File: config.mk
export PLATFORM = sky130hd
export DESIGN_NAME = alu_pipe_flat
export DESIGN_NICKNAME = d
export VERILOG_FILES = /design/src/rtl/alu_pipe_if.sv /design/src/rtl/alu_pipe.sv /design/src/flat_wrapper.sv
export SDC_FILE = /design/constraint.sdc
export NUM_CORES = 1
export LEC_CHECK = 0
export ABC_CLOCK_PERIOD_IN_PS = 8310
export CAP_MARGIN = 20
export CORE_MARGIN = 8
export CORE_UTILIZATION = 40
export DETAILED_ROUTE_END_ITERATION = 10
export PLACE_DENSITY_LB_ADDON = 0.12
export SETUP_SLACK_MARGIN = 0.15
export SLEW_MARGIN = 0
export SYNTH_ARGS = -nofsm -noshare
export SYNTH_HDL_FRONTEND = slang
export SYNTH_SLANG_ARGS = --single-unit
export TNS_END_PERCENT = 30
File: constraint.sdc
create_clock -name clk -period 8.31 [get_ports clk]
set_clock_uncertainty 0.1 [all_clocks]
set_input_delay 1.662 -clock clk [delete_from_list [all_inputs] [get_ports clk]]
set_output_delay 1.662 -clock clk [all_outputs]
set_load 0.02 [all_outputs]
File: src/rtl/alu_pipe_if.sv
// alu_pipe_if: request/result bus of the pipelined ALU.
//
// Signal groups:
//   request : in_valid, in_ready, x, y, zx, nx, zy, ny, op, no
//             (plus mul when ALU_PIPE_MUL_EN is defined)
//   result  : out_valid, out_ready, out, zr, ng, cy, ov
//
// Modports:
//   slave  - the ALU side: consumes requests, produces results.
//   master - the requester/consumer side.
//
// Optional feature macro: ALU_PIPE_MUL_EN adds the mul request bit.
interface alu_pipe_if #(
  parameter int WIDTH = 16
);
  logic             in_valid;
  logic             in_ready;
  logic [WIDTH-1:0] x;
  logic [WIDTH-1:0] y;
  logic             zx;
  logic             nx;
  logic             zy;
  logic             ny;
  logic [1:0]       op;
  logic             no;
`ifdef ALU_PIPE_MUL_EN
  logic             mul;
`endif
  logic             out_valid;
  logic             out_ready;
  logic [WIDTH-1:0] out;
  logic             zr;
  logic             ng;
  logic             cy;
  logic             ov;

`ifdef ALU_PIPE_MUL_EN
  modport slave (
    input  in_valid, x, y, zx, nx, zy, ny, op, no, mul, out_ready,
    output in_ready, out_valid, out, zr, ng, cy, ov
  );
  modport master (
    output in_valid, x, y, zx, nx, zy, ny, op, no, mul, out_ready,
    input  in_ready, out_valid, out, zr, ng, cy, ov
  );
`else
  modport slave (
    input  in_valid, x, y, zx, nx, zy, ny, op, no, out_ready,
    output in_ready, out_valid, out, zr, ng, cy, ov
  );
  modport master (
    output in_valid, x, y, zx, nx, zy, ny, op, no, out_ready,
    input  in_ready, out_valid, out, zr, ng, cy, ov
  );
`endif
endinterface

File: src/rtl/alu_pipe.sv
// alu_pipe: two-stage pipelined Hack-style ALU with valid/ready handshake.
//
// Stage 1 registers the pre-processed operands (zero then invert), op and no.
// Stage 2 computes AND/ADD/OR/XOR, applies the output inversion and registers
// the result together with zr/ng/cy/ov. cy/ov describe the raw ADD, before
// the output inversion, and are 0 for logic ops.
//
// Ports:
//   clk   - clock, all state on the rising edge
//   rst_n - asynchronous active-low reset
//   bus   - alu_pipe_if slave modport (request and result handshakes)
//
// Optional feature macro: ALU_PIPE_MUL_EN
//   Adds an iterative shift-add multiplier. A request with mul=1 parks in
//   stage 1 while an IDLE->MUL->DONE->IDLE machine computes the low WIDTH
//   bits of xp*yp, one step per cycle; the product then flows into stage 2
//   like a normal result.
module alu_pipe #(
  parameter int WIDTH = 16
) (
  input  logic      clk,
  input  logic      rst_n,
  alu_pipe_if.slave bus
);

  localparam int MSB = WIDTH - 1;

  localparam logic [1:0] OP_AND = 2'b00;
  localparam logic [1:0] OP_ADD = 2'b01;
  localparam logic [1:0] OP_OR  = 2'b10;
  localparam logic [1:0] OP_XOR = 2'b11;

  // Hack operand conditioning: zeroing happens before inversion.
  function automatic logic [WIDTH-1:0] prep_operand(input logic [WIDTH-1:0] v,
                                                    input logic zero,
                                                    input logic inv);
    logic [WIDTH-1:0] t;
    t = zero ? '0 : v;
    return inv ? ~t : t;
  endfunction

  logic             s1_valid_q, s1_valid_d;
  logic [WIDTH-1:0] s1_x_q, s1_x_d;
  logic [WIDTH-1:0] s1_y_q, s1_y_d;
  logic [1:0]       s1_op_q, s1_op_d;
  logic             s1_no_q, s1_no_d;

  logic             out_valid_q, out_valid_d;
  logic [WIDTH-1:0] out_q, out_d;
  logic             zr_q, zr_d;
  logic             ng_q, ng_d;
  logic             cy_q, cy_d;
  logic             ov_q, ov_d;

  logic             s2_free;
  logic             s1_done;
  logic             s1_advance;
  logic             in_ready;
  logic             accept;

  logic [WIDTH:0]   sum;
  logic [WIDTH-1:0] r;
  logic [WIDTH-1:0] res;
  logic             r_cy;
  logic             r_ov;

`ifdef ALU_PIPE_MUL_EN
  typedef enum logic [1:0] {ST_IDLE, ST_MUL, ST_DONE} mul_state_e;
  localparam int CW = $clog2(WIDTH);

  mul_state_e       state_q, state_d;
  logic [CW-1:0]    cnt_q, cnt_d;
  logic [WIDTH-1:0] acc_q, acc_d;
`endif

  // Handshake: stage 2 can take new data when empty or being drained, and
  // stage 1 can take a request when empty or when its content moves on this
  // cycle. A multiply blocks new requests until its product has left stage 1.
  always_comb begin
    s2_free = !out_valid_q || bus.out_ready;
`ifdef ALU_PIPE_MUL_EN
    s1_done  = s1_valid_q && (state_q != ST_MUL);
    s1_advance = s1_done && s2_free;
    in_ready = rst_n && (state_q == ST_IDLE) && (!s1_valid_q || s1_advance);
`else
    s1_done  = s1_valid_q;
    s1_advance = s1_done && s2_free;
    in_ready = rst_n && (!s1_valid_q || s1_advance);
`endif
    accept = bus.in_valid && in_ready;
  end

  // Stage 1 next state. While multiplying, the stage-1 operand registers are
  // reused as the shifting multiplicand (x) and multiplier (y).
  always_comb begin
    s1_valid_d = s1_valid_q;
    s1_x_d     = s1_x_q;
    s1_y_d     = s1_y_q;
    s1_op_d    = s1_op_q;
    s1_no_d    = s1_no_q;
`ifdef ALU_PIPE_MUL_EN
    state_d    = state_q;
    cnt_d      = cnt_q;
    acc_d      = acc_q;
`endif

    if (s1_advance) begin
      s1_valid_d = 1'b0;
    end

    if (accept) begin
      s1_valid_d = 1'b1;
      s1_x_d     = prep_operand(bus.x, bus.zx, bus.nx);
      s1_y_d     = prep_operand(bus.y, bus.zy, bus.ny);
      s1_op_d    = bus.op;
      s1_no_d    = bus.no;
    end

`ifdef ALU_PIPE_MUL_EN
    case (state_q)
      ST_IDLE: begin
        if (accept && bus.mul) begin
          state_d = ST_MUL;
          cnt_d   = '0;
          acc_d   = '0;
        end
      end
      ST_MUL: begin
        acc_d  = acc_q + (s1_y_q[0] ? s1_x_q : '0);
        s1_x_d = s1_x_q << 1;
        s1_y_d = s1_y_q >> 1;
        cnt_d  = cnt_q + CW'(1);
        if (cnt_q == CW'(WIDTH - 1)) begin
          state_d = ST_DONE;
        end
      end
      ST_DONE: begin
        if (s1_advance) begin
          state_d = ST_IDLE;
        end
      end
      default: state_d = ST_IDLE;
    endcase
`endif
  end

  // Stage 2 datapath: raw result and ADD flags, then the output inversion.
  always_comb begin
    sum  = {1'b0, s1_x_q} + {1'b0, s1_y_q};
    r    = '0;
    r_cy = 1'b0;
    r_ov = 1'b0;
    case (s1_op_q)
      OP_AND: r = s1_x_q & s1_y_q;
      OP_ADD: begin
        r    = sum[MSB:0];
        r_cy = sum[WIDTH];
        r_ov = (s1_x_q[MSB] == s1_y_q[MSB]) && (sum[MSB] != s1_x_q[MSB]);
      end
      OP_OR:  r = s1_x_q | s1_y_q;
      OP_XOR: r = s1_x_q ^ s1_y_q;
      default: r = '0;
    endcase
`ifdef ALU_PIPE_MUL_EN
    if (state_q == ST_DONE) begin
      r    = acc_q;
      r_cy = 1'b0;
      r_ov = 1'b0;
    end
`endif
    res = s1_no_q ? ~r : r;
  end

  // Stage 2 next state: result registers only change when stage 2 is free,
  // so a stalled result and its flags stay put.
  always_comb begin
    out_valid_d = out_valid_q;
    out_d       = out_q;
    zr_d        = zr_q;
    ng_d        = ng_q;
    cy_d        = cy_q;
    ov_d        = ov_q;
    if (s2_free) begin
      out_valid_d = s1_advance;
      if (s1_advance) begin
        out_d = res;
        zr_d  = (res == '0);
        ng_d  = res[MSB];
        cy_d  = r_cy;
        ov_d  = r_ov;
      end
    end
  end

  always_ff @(posedge clk or negedge rst_n) begin
    if (!rst_n) begin
      s1_valid_q  <= 1'b0;
      s1_x_q      <= '0;
      s1_y_q      <= '0;
      s1_op_q     <= '0;
      s1_no_q     <= 1'b0;
      out_valid_q <= 1'b0;
      out_q       <= '0;
      zr_q        <= 1'b0;
      ng_q        <= 1'b0;
      cy_q        <= 1'b0;
      ov_q        <= 1'b0;
    end else begin
      s1_valid_q  <= s1_valid_d;
      s1_x_q      <= s1_x_d;
      s1_y_q      <= s1_y_d;
      s1_op_q     <= s1_op_d;
      s1_no_q     <= s1_no_d;
      out_valid_q <= out_valid_d;
      out_q       <= out_d;
      zr_q        <= zr_d;
      ng_q        <= ng_d;
      cy_q        <= cy_d;
      ov_q        <= ov_d;
    end
  end

`ifdef ALU_PIPE_MUL_EN
  always_ff @(posedge clk or negedge rst_n) begin
    if (!rst_n) begin
      state_q <= ST_IDLE;
      cnt_q   <= '0;
      acc_q   <= '0;
    end else begin
      state_q <= state_d;
      cnt_q   <= cnt_d;
      acc_q   <= acc_d;
    end
  end
`endif

  assign bus.in_ready  = in_ready;
  assign bus.out_valid = out_valid_q;
  assign bus.out       = out_q;
  assign bus.zr        = zr_q;
  assign bus.ng        = ng_q;
  assign bus.cy        = cy_q;
  assign bus.ov        = ov_q;

endmodule

File: src/flat_wrapper.sv
// flat-port wrapper written by rule: the top's interface ports become plain ports
module alu_pipe_flat 
#(
  parameter int WIDTH = 16
)
  (clk, rst_n, bus_in_valid, bus_x, bus_y, bus_zx, bus_nx, bus_zy, bus_ny, bus_op, bus_no, bus_out_ready, bus_in_ready, bus_out_valid, bus_out, bus_zr, bus_ng, bus_cy, bus_ov);
  alu_pipe_if #(.WIDTH(WIDTH)) bus_i ();
  input  logic clk;
  input  logic rst_n;
  input wire logic [$bits(bus_i.in_valid)-1:0] bus_in_valid;
  input wire logic [$bits(bus_i.x)-1:0] bus_x;
  input wire logic [$bits(bus_i.y)-1:0] bus_y;
  input wire logic [$bits(bus_i.zx)-1:0] bus_zx;
  input wire logic [$bits(bus_i.nx)-1:0] bus_nx;
  input wire logic [$bits(bus_i.zy)-1:0] bus_zy;
  input wire logic [$bits(bus_i.ny)-1:0] bus_ny;
  input wire logic [$bits(bus_i.op)-1:0] bus_op;
  input wire logic [$bits(bus_i.no)-1:0] bus_no;
  input wire logic [$bits(bus_i.out_ready)-1:0] bus_out_ready;
  output wire logic [$bits(bus_i.in_ready)-1:0] bus_in_ready;
  output wire logic [$bits(bus_i.out_valid)-1:0] bus_out_valid;
  output wire logic [$bits(bus_i.out)-1:0] bus_out;
  output wire logic [$bits(bus_i.zr)-1:0] bus_zr;
  output wire logic [$bits(bus_i.ng)-1:0] bus_ng;
  output wire logic [$bits(bus_i.cy)-1:0] bus_cy;
  output wire logic [$bits(bus_i.ov)-1:0] bus_ov;
  assign bus_i.in_valid = bus_in_valid;
  assign bus_i.x = bus_x;
  assign bus_i.y = bus_y;
  assign bus_i.zx = bus_zx;
  assign bus_i.nx = bus_nx;
  assign bus_i.zy = bus_zy;
  assign bus_i.ny = bus_ny;
  assign bus_i.op = bus_op;
  assign bus_i.no = bus_no;
  assign bus_i.out_ready = bus_out_ready;
  assign bus_in_ready = bus_i.in_ready;
  assign bus_out_valid = bus_i.out_valid;
  assign bus_out = bus_i.out;
  assign bus_zr = bus_i.zr;
  assign bus_ng = bus_i.ng;
  assign bus_cy = bus_i.cy;
  assign bus_ov = bus_i.ov;
  alu_pipe #(.WIDTH(WIDTH)) u_core (.clk(clk), .rst_n(rst_n), .bus(bus_i));
endmodule
======== Yosys cells after proc, flatten, opt, wreduce, memory -nomap -nowiden ========
Cells that the tools add are included.
storage, ports and cells
  bits in registers ....................... 57
  input port bits ......................... 43
  output and inout bits ................... 22
cells by class
  add/sub/neg operators ................... 1
  equality and inequality tests ........... 5
  muxes and demuxes ....................... 10
  bitwise logic cells ..................... 6
  reduce and logical (&&, ||, !) cells .... 12
operators with widths
  operator                                                         number
  16-bit two-way mux                                               5
  16-bit one-hot mux with 4 select lines                           1
  16-bit NOT                                                       3
  16-bit by 16-bit adder with 17-bit output                        1
  16-bit bitwise AND                                               1
  16-bit logical NOT                                               1
  16-bit OR                                                        1
  16-bit XOR                                                       1
  2-bit == test, second input constant                             2
  1-bit logical AND                                                4
  1-bit two-way mux                                                4
  2-bit by 1-bit == test with 1-bit output, second input constant  1
  1-bit logical NOT                                                2
  2-bit logical NOT                                                1
  1-bit logical OR                                                 2
  2-bit AND reduction                                              1
  2-bit nonzero test                                               1
  1-bit == test                                                    1
  1-bit != test                                                    1

======== Depth between registers and ports, before layout ========
  depth after elaboration ................. 7
  gate-level depth with buffers ........... 11
  gate-level depth less buffers ........... 10

======== Worst setup path after synthesis ========
No wires, ideal clock.
  path kind ............................... input to output
  start point ............................. input bus_out_ready
  end point ............................... output bus_in_ready
  arrival time ............................ 2.040 ns
  setup slack ............................. 4.508 ns
  stages on the path ...................... 2
  path through ............................ nand3b_1 and2_1
on the way
  longest elaborated chain between the ends .. 4
ends and longest elaborated chain
  element            RTL line            text
  from (decl)        flat_wrapper.sv:19  input wire logic [$bits(bus_i.out_ready)-1:0] bus_out_ready;
  1-bit logical OR   alu_pipe.sv:80      s2_free = !out_valid_q || bus.out_ready;
  1-bit logical AND  alu_pipe.sv:87      s1_advance = s1_done && s2_free;
  1-bit logical OR   alu_pipe.sv:88      in_ready = rst_n && (!s1_valid_q || s1_advance);
  1-bit logical AND  alu_pipe.sv:88
  to (decl)          flat_wrapper.sv:20  output wire logic [$bits(bus_i.in_ready)-1:0] bus_in_ready;
Every way passes these cells.

======== Worst setup path in the final report ========
  start point ............................. input rst_n
  end point ............................... output bus_in_ready
on the way
  longest elaborated chain between the ends .. 1
ends and longest elaborated chain
  element            RTL line           text
  from (decl)        flat_wrapper.sv:9  input logic rst_n;
  1-bit logical AND  alu_pipe.sv:88
Every way passes these cells.

==> impl_metrics.yaml <==
logic_synthesis:
  synth_cell_types: 66
  ys_seq_area_frac: 0.3111
  synthArstFlopShare: 1.000
  netlist_area_um2: 4504
  synthFlopType: "dfrtp_1"
  syn-num-nets: 608
  synth_edf_count: 0
  syn-instance-count: 532
  avgSynthCellArea_um2: 8.467
  ys_seq_elements: 56
  ys_warn_count: 0
floorplanning:
  initial_core_util: 0.4119
  die_area_um2: 14910
  fp-row-count: 38
  core_region_area_um2: 10940
  die_w_um: 122.1
  dieHeight_um: 122.1
  io_pins: 65
clock_network:
  clock_latency_ns: 0.30
  clock_sinks: 56
  cts_tree: "done"
  cts_buffers: 5
  clockBufferDepth: 2
  cts_setup_buffers: 0
  clockRootBuffer: "clkbuf_16"
  clk_pin_slew_ns: 0.07
  cts_resized: 0
  cts_hold_buf: 0
  htreeDepth: 2
timing:
  relSlewSlack: 0.3555
  fmax_mhz: 201.3
  final.setup.tns_ns: 0
  fin_crit_sh: 0.5978
  slew_viol_final: 0
  hold_viol_final: 0
  fin_crit_ns: 4.968
  rsz0062_at_grt: "no"
  setup_viol: 0
  tightestPinTransition_ns: 0.9644
worst_setup_path:
  arrival_ns: 3.21
  start_kind: "input pin"
  crit_required_ns: 6.55
  r2r_slack_ns: 5.00
  worstSetupEndpointType: "output port"
  worstPathMaxFanout: 57
  worst-setup-path-type: "input pin to output port"
status:
  status: "complete, no violations"
global_routing:
  grt_usage: 0.1401
  grt_pass1_vias: 3621
  antenna_found_initial: 0
  grt_pass1_wl_mm: 17.02
  grt_max_degree: 69
  grt.overflow.total: 0
route:
  wl_per_cell_um: 14.25
  antenna_left: 0
  via_per_inst: 5.110
  drc: 0
  num_vias: 3664
  firstDrtPassIters: 4
  drt_iter0_markers: 190
  totalWireLength_mm: 10.21
cells_and_area:
  antenna_cells: 0
  drive_above_1_share: 0.07279
  areaGrowthSynthToFinish_pct: 18.61
  final_area_um2: 5343
  nFillCells: 1107
  fin_nets: 652
pwr:
  powerDensity_nw_per_um2: 245.7
  ir_drop_uv: 118.3
  cellLeakagePower_nw: 2.297
placed_design:
  io_buffers: 64
  hpwl_mm: 7.901
  post_dp_cell_area_um2: 5196
  gp_congestion: 0.8564
run:
  timing.max_cap.violations: 0
min_path:
  hp-class: "flop to flop"
critical path, cell delays in order:
cell             delay [ns]
buf_2                  0.08
buf_4                  0.56
and2_1                 0.26
clkdlybuf4s50_1        0.62
final cells by class:
cell class,count,area (um2),share of cell area
clock buffers,8,146.4,0.02740
inverters,44,165.2,0.03091
multi-input cells,401,2789,0.5220
flip-flops and latches,56,1401,0.2623
well taps,140,175.2,0.03279
repair buffers,68,665.6,0.1246
flip-flops by register name (all words and copies together), names as in the netlist:
signal                flops
u_core.bus.cy             1
u_core.bus.ng             1
u_core.bus.out           15
u_core.bus.out_valid      1
u_core.bus.ov             1
u_core.bus.zr             1
u_core.s1_done            1
u_core.s1_no_q            1
u_core.s1_op_q            2
u_core.s1_x_q            16
u_core.s1_y_q            16
worst paths after layout:
kind	start	endpoint	cells past startpoint
min reg2reg	u_core.bus.out[11]	u_core.bus.out[11]	2
max in group asynchronous	rst_n	u_core.s1_y_q[7]	2
min in group asynchronous	rst_n	u_core.bus.ov	2
max reg2reg	u_core.s1_y_q[0]	u_core.bus.zr	10
max	rst_n	bus_in_ready	4
min	u_core.bus.out[11]	u_core.bus.out[11]	2
layer usage:
metal  share of wire  global-route usage  up-vias
met5               0                   0        -
met4           0.016             0.04874        0
met3           0.059             0.02406        9
met2            0.43              0.2269       95
met1            0.49              0.1847     1651
li1                -                   -     1909
power breakdown:
| part | leakage [nW] | internal [mW] | switching [mW] | total, mW |
|---|---|---|---|---|
| sequential | 0.647 | 0.342 | 0.0407 | 0.383 |
| clock | 0.0712 | 0.121 | 0.0934 | 0.214 |
| combinational | 1.58 | 0.315 | 0.401 | 0.716 |
cells in the mapped netlist, drive strengths merged (2+ instances only):
cell type / instances / area [um2]
nor2b: 4 / 25.02
o32ai: 3 / 33.79
a31oi: 2 / 12.51
xnor2: 49 / 429.2
nor3: 9 / 65.06
buf: 16 / 95.09
clkbuf: 15 / 56.30
and3: 4 / 25.02
a311oi: 3 / 26.28
o31ai: 2 / 15.01
mux4: 2 / 45.04
dfrtp: 56 / 1401
a21o: 10 / 75.07
and2: 2 / 12.51
o21a: 3 / 22.52
or3: 3 / 18.77
a21oi: 57 / 307.8
nand2: 39 / 146.4
nand3: 10 / 50.05
o21ai: 30 / 150.1
o41ai: 3 / 26.28
nand4: 3 / 18.77
nor2: 49 / 183.9
nand2b: 38 / 237.7
a221oi: 2 / 23.77
ha: 32 / 400.4
inv: 44 / 165.2
a211oi: 5 / 47.54
o22ai: 2 / 12.51
o211ai: 6 / 68.81
mux2i: 3 / 30.03
o311a: 2 / 31.28
mux2: 5 / 56.30
per-stage QoR:
stage          utilization  hold slack, ns  setup slack (ns)  power, mW  std cells
5_1_grt             0.4886          0.4056             3.185      1.416        717
3_5_place_dp        0.4752          0.3697             3.283      1.108        709
6_report            0.4886          0.3767             3.342      1.313        717
4_1_cts             0.4886          0.3849             3.279      1.325        717
2_1_floorplan            -          0.3569             4.508     0.8953        532
3_3_place_gp        0.4752          0.3637             3.313      1.092        709
layout by cell type, fill, tap and decap left out, types with 4 or more instances in the layout:
cell type / Yosys / final
a21o_1: 10 / 10
a21oi_1: 53 / 53
and3_1: 4 / 4
buf_4: 6 / 4
clkbuf_16: 0 / 5
clkdlybuf4s50_1: 0 / 63
dfrtp_1: 56 / 56
ha_1: 32 / 32
inv_1: 41 / 41
mux2_2: 5 / 5
nand2_1: 39 / 38
nand2b_1: 38 / 38
nand3_1: 10 / 10
nor2_1: 49 / 49
nor2b_1: 4 / 4
nor3_1: 5 / 5
nor3_2: 4 / 4
o21ai_0: 27 / 27
xnor2_1: 49 / 49
logic make-up (layout without fill, tap and decap cells):
kind of cell / Yosys count / in the layout / share of synthesized area
xor gates and xnor gates: 49 / 49 / 0.09528
and+or+nand+nor: 165 / 165 / 0.1808
buffers and inverters: 75 / 120 / 0.07028
AOI/OAI and AO/OA: 144 / 144 / 0.2200
adders and majority gates: 33 / 33 / 0.09333
muxes: 10 / 10 / 0.02917
DFF: 56 / 56 / 0.3111
(Power assumes the default switching activity.)
